===== config.mk =====
export PLATFORM = sky130hd
export DESIGN_NAME = addr_record_receiver
export DESIGN_NICKNAME = d
export VERILOG_FILES = /design/src/rtl/addr_record_pkg.sv /design/src/rtl/addr_record_fifo.sv /design/src/rtl/addr_record_receiver.sv
export SDC_FILE = /design/constraint.sdc
export NUM_CORES = 1
export LEC_CHECK = 0
export ABC_AREA = 0
export BUFFER_PORTS_ARGS = -buffer_cell sky130_fd_sc_hd__buf_2
export CAP_MARGIN = 30
export CORE_UTILIZATION = 51
export DETAILED_ROUTE_END_ITERATION = 10
export GPL_TIMING_DRIVEN = 0
export MAX_ROUTING_LAYER = met4
export PLACE_DENSITY = 0.76
export SKIP_CTS_REPAIR_TIMING = 1
export SLEW_MARGIN = 10
export SYNTH_ARGS = -nofsm -noshare
export SYNTH_HDL_FRONTEND = slang
export SYNTH_SLANG_ARGS = --single-unit
export TNS_END_PERCENT = 5

===== constraint.sdc =====
create_clock -name CLK -period 2.06 [get_ports CLK]
set_input_delay 0.412 -clock CLK [delete_from_list [all_inputs] [get_ports CLK]]
set_output_delay 0.412 -clock CLK [all_outputs]
set_load 0.005 [all_outputs]

===== src/rtl/addr_record_pkg.sv =====
// Shared definitions for the 10-bit address record: field positions, the packed
// record layout, the 9-bit stored entry, and a helper that builds a record word.
package addr_record_pkg;

    localparam int RECORD_W = 10;
    localparam int ADDR_MSB = 9;
    localparam int ADDR_LSB = 2;
    localparam int AV_BIT   = 1;
    localparam int V_BIT    = 0;
    localparam int ADDR_W   = ADDR_MSB - ADDR_LSB + 1;

    typedef struct packed {
        logic [ADDR_W-1:0] address;
        logic              address_valid;
        logic              valid;
    } record_t;

    // The valid bit is implied by presence in the FIFO, so only 9 bits are stored.
    typedef struct packed {
        logic [ADDR_W-1:0] address;
        logic              address_valid;
    } entry_t;

    function automatic logic [RECORD_W-1:0] pack_record(
        input logic [ADDR_W-1:0] address,
        input logic              address_valid,
        input logic              valid
    );
        record_t r;
        r.address       = address;
        r.address_valid = address_valid;
        r.valid         = valid;
        return r;
    endfunction

endpackage


===== src/rtl/addr_record_fifo.sv =====
// Circular-buffer FIFO of address entries; occupancy is tracked by an explicit
// level counter so full and empty never depend on pointer equality alone.
module addr_record_fifo
    import addr_record_pkg::*;
#(
    parameter int DEPTH = 4,
    localparam int PTR_W = $clog2(DEPTH),
    localparam int LVL_W = PTR_W + 1
) (
    input  logic             clk,
    input  logic             rst,
    input  logic             push,
    input  logic             pop,
    input  entry_t           din,
    output entry_t           dout,
    output logic             empty,
    output logic             push_ok,
    output logic [LVL_W-1:0] level
);

    entry_t           mem [DEPTH];
    logic [PTR_W-1:0] rd_ptr;
    logic [PTR_W-1:0] wr_ptr;
    logic             full;
    logic             pop_ok;

    // A pop frees the head slot in the same edge, so a full FIFO can still accept.
    always_comb begin
        empty   = (level == '0);
        full    = (level == LVL_W'(DEPTH));
        pop_ok  = pop & ~empty;
        push_ok = push & (~full | pop_ok);
    end

    always_ff @(posedge clk) begin
        if (rst) begin
            rd_ptr <= '0;
            wr_ptr <= '0;
            level  <= '0;
            for (int k = 0; k < DEPTH; k++) begin
                mem[k] <= '0;
            end
        end else begin
            if (push_ok) begin
                mem[wr_ptr] <= din;
                wr_ptr      <= wr_ptr + PTR_W'(1);
            end
            if (pop_ok) begin
                rd_ptr <= rd_ptr + PTR_W'(1);
            end
            if (push_ok && !pop_ok) begin
                level <= level + LVL_W'(1);
            end else if (pop_ok && !push_ok) begin
                level <= level - LVL_W'(1);
            end
        end
    end

    assign dout = mem[rd_ptr];

endmodule


===== src/rtl/addr_record_receiver.sv =====
// Receives packed address records into a FIFO, presents the head entry
// downstream, and keeps saturating counts of dropped and address-less records.
module addr_record_receiver
    import addr_record_pkg::*;
#(
    parameter int DEPTH = 4,
    parameter int CNT_W = 8
) (
    input  logic                    CLK,
    input  logic                    RESET,
    input  logic                    CE,
    input  logic [RECORD_W-1:0]     I,
    output logic [ADDR_W-1:0]       O_address,
    output logic                    O_addressValid,
    output logic                    O_valid,
    input  logic                    O_ready,
    output logic [$clog2(DEPTH):0]  level,
    output logic [CNT_W-1:0]        overflow_count,
    output logic [CNT_W-1:0]        noaddr_count
);

    // Handshake: a head entry transfers on an enabled edge where O_valid and
    // O_ready are both 1; O_valid never depends on O_ready or on I.
    record_t rec;
    entry_t  head;
    entry_t  din;
    logic    push_req;
    logic    pop_req;
    logic    push_ok;
    logic    empty;

    always_comb begin
        rec.address       = I[ADDR_MSB:ADDR_LSB];
        rec.address_valid = I[AV_BIT];
        rec.valid         = I[V_BIT];
        din.address       = rec.address;
        din.address_valid = rec.address_valid;
        push_req          = CE & rec.valid;
        pop_req           = CE & O_ready;
    end

    addr_record_fifo #(
        .DEPTH (DEPTH)
    ) u_fifo (
        .clk     (CLK),
        .rst     (RESET),
        .push    (push_req),
        .pop     (pop_req),
        .din     (din),
        .dout    (head),
        .empty   (empty),
        .push_ok (push_ok),
        .level   (level)
    );

    assign O_address      = head.address;
    assign O_addressValid = head.address_valid;
    assign O_valid        = ~empty;

    // Counters stick at all-ones rather than wrapping.
    always_ff @(posedge CLK) begin
        if (RESET) begin
            overflow_count <= '0;
            noaddr_count   <= '0;
        end else begin
            if (push_req && !push_ok && overflow_count != '1) begin
                overflow_count <= overflow_count + CNT_W'(1);
            end
            if (push_ok && !rec.address_valid && noaddr_count != '1) begin
                noaddr_count <= noaddr_count + CNT_W'(1);
            end
        end
    end

endmodule


==> results.toml <==
[outcome]
status = "complete, but fails checks"
failed_checks = "setup timing"

[worst_setup_path]
cp.arrival_ps = 2330
slowest_stage = "or3_4"
path_cells = "or3_4 > nand3_4 > ha_4 > inv_2 > fa_2 > xor2_1 > or3_1 > a21oi_2"
path_delay_family = "simple AND/OR/NAND/NOR gates"
critPathKind = "register to register"
cp-end-kind = "register"
crit_buf_inv = 1
crit_path_max_fanout = 5
cp.required_ps = 2330
start_kind = "register"
slowest_delay_ps = 420

[floorplanning]
ios = 43
num_rows = 26
die_h_microns = 76.02
core_sq_mm = 0.005205
start_util_pct = 53.68
die_area_sq_mm = 0.005778
dieWidth_microns = 76.02

[yosys]
syn_inst = 228
synthArstFlopShare_pct = 0
yosysTopAreaCell = "edfxtp_1"
synth.most_common_cell = "and2_1"
ys_types = 41
synth_seq_cells = 61
ys_top_cells_by_area = "edfxtp_1 (39%), dfxtp_1 (18%), and2_1 (8.3%)"
synth_top_area_share_pct = 38.69
synth_nets = 246
synth_ff_type = "edfxtp_1"
synth-edff-count = 36
ys_warn_count = 0
yosysSeqAreaShare_pct = 56.61
synth_commonest_cells = "and2_1 (37), edfxtp_1 (36), dfxtp_1 (25)"
synth_area_per_cell_sq_um = 12.25
netlist_area_sq_mm = 0.002794

[grt]
grt_pass1_vias = 1868
grt_overflow = 0
antenna_found_initial = 0
track_usage_pct = 20.91
grt_pass1_wl_microns = 8880
grt_max_degree = 12

[flow_run]
drv_cap = 0

[detailed_routing]
route.detailed.drc = 0
via_per_inst = 5.414
vias = 1922
antenna_left = 0
met2WireLength_microns = 2632
wl_microns = 5434
dr.max_layer_used = "met4"
first_pass_iters = 4
routed-wl-met3_microns = 202
avgRoutedWirePerCell_microns = 15.31
wl_met1_microns = 2499
drt_iter0_drc = 122

[clock_network]
cts_root_buffer = "clkbuf_8"
cts_made_buffers = 9
cts_buffer_depth = 2
cts_tree = "built"
clock-sinks = 61
clock_latency_ps = 330
htree_levels = 3
clk_pin_slew_ps = 70

[placement]
dp_cells = 340
io_buffers = 42
dpl.hpwl_microns = 3549
gp_congestion = 0.8239

[cells_and_area]
num_antenna_cells = 0
syn_to_final_growth_pct = 21.63
fin_util_pct = 65.29
nNetsFinal = 298
drive_above_1_share_pct = 31.93
instances_no_fill = 355

[timing]
whs_ps = 386.6
setup_violations = 1
slew_headroom_pct = 66.94
skew_ps = 10.73
drv_slew = 0
final-hold-violation-count = 0
worst_pin_slew_ps = 496.0
post-route-period-util_pct = 100.2
worst_slack_ps = -4.254
fin_crit_ps = 2064
fmax_ghz = 0.4844
rsz0062_at_grt = "true"

[power]
ir_worst_vdd_mv = 0.5348
leakage_nw = 1.353
power_density_mw_per_mm2 = 870.1

[worst_hold_path]
hold_class = "input pin to register"
==> logic make-up (layout without fill, tap and decap cells) <==
group / after synthesis / after routing / synth area share [%]
simple gates: 104 / 104 / 22.17
mux: 14 / 14 / 9.091
fa+ha+maj: 4 / 4 / 2.060
xor+xnor: 10 / 10 / 3.135
compound gates: 21 / 21 / 4.747
buf+inv: 14 / 71 / 2.194
flops: 61 / 61 / 56.61
==> registers in the layout, indices dropped and copies added, names as in the netlist, named ones only <==
signal,count
noaddr_count,8
u_fifo.rd_ptr,2
overflow_count,8
u_fifo.level,3
u_fifo.mem,36
u_fifo.wr_ptr,2
==> metal layers <==
| metal | vias up | GRT usage, % |
|---|---|---|
| li1 | 945 | - |
| met1 | 932 | 25.60 |
| met2 | 35 | 32.91 |
| met3 | 10 | 5.030 |
| met4 | 0 | 9.808 |
| met5 | - | - |
==> metrics by stage <==
stage	total power [mW]	instance area (sq um)	setup TNS, ps	setup WS, ps
2_1_floorplan	1.666	2809	0	0.3182
3_3_place_gp	1.785	3107	-16190	-747.4
3_5_place_dp	1.799	3107	-17620	-757.2
4_1_cts	2.937	3321	-15870	-684.3
5_1_grt	3.089	3398	-88.12	-81.33
6_report	2.957	3398	-4.254	-4.254
==> final timing paths <==
kind | startpoint | end | slack (ps) | depth (start not counted)
max | u_fifo.level[0] | u_fifo.level[2] | -4 | 8
min | I[5] | u_fifo.mem[0][4] | 390 | 2
max reg2reg | u_fifo.level[0] | u_fifo.level[2] | -4 | 8
min reg2reg | noaddr_count[7] | noaddr_count[7] | 520 | 2
==> final cells by class <==
class / instances / area, sq um
buffer: 8 / 46.29
clock buffer: 9 / 123.9
timing repair buffer: 44 / 225.2
fill: 413 / 1807
inverter: 3 / 11.26
clock inverter: 7 / 90.09
multi-input combinational: 153 / 1222
tap: 70 / 87.58
sequential: 61 / 1592
==> placed cells by master, fill, tap and decap left out, types with 2 or more instances in the layout <==
cell type | netlist | final
nor2b_1 | 2 | 2
or2_4 | 0 | 3
nor3_1 | 3 | 2
and3b_1 | 2 | 2
nand4_1 | 6 | 6
clkbuf_8 | 0 | 9
xnor2_1 | 2 | 2
inv_1 | 3 | 2
o31ai_1 | 4 | 4
buf_2 | 1 | 42
nand2_1 | 6 | 6
mux2i_1 | 4 | 4
nor2_1 | 19 | 18
dfxtp_4 | 0 | 2
a21oi_1 | 8 | 7
bufinv_16 | 0 | 2
and4_1 | 4 | 4
mux4_2 | 9 | 9
edfxtp_1 | 36 | 36
or3_4 | 1 | 2
nand3_1 | 6 | 5
and3_1 | 2 | 2
xor2_1 | 8 | 8
dfxtp_2 | 0 | 2
buf_4 | 0 | 3
and2_1 | 37 | 37
or3_1 | 4 | 3
or4_1 | 4 | 4
ha_1 | 3 | 2
clkbuf_1 | 7 | 3
o2111ai_1 | 2 | 2
o21ai_0 | 3 | 3
dfxtp_1 | 25 | 21
clkinv_2 | 0 | 2
==> report_power, final <==
group / total, mW / switching, mW / leakage, nW / internal (mW)
Sequential: 1.44 / 0.0711 / 0.577 / 1.37
Clock: 1.14 / 0.465 / 0.107 / 0.674
Combinational: 0.381 / 0.176 / 0.669 / 0.205
Total: 2.96 / 0.712 / 1.35 / 2.25
(Power assumes the default switching activity.)
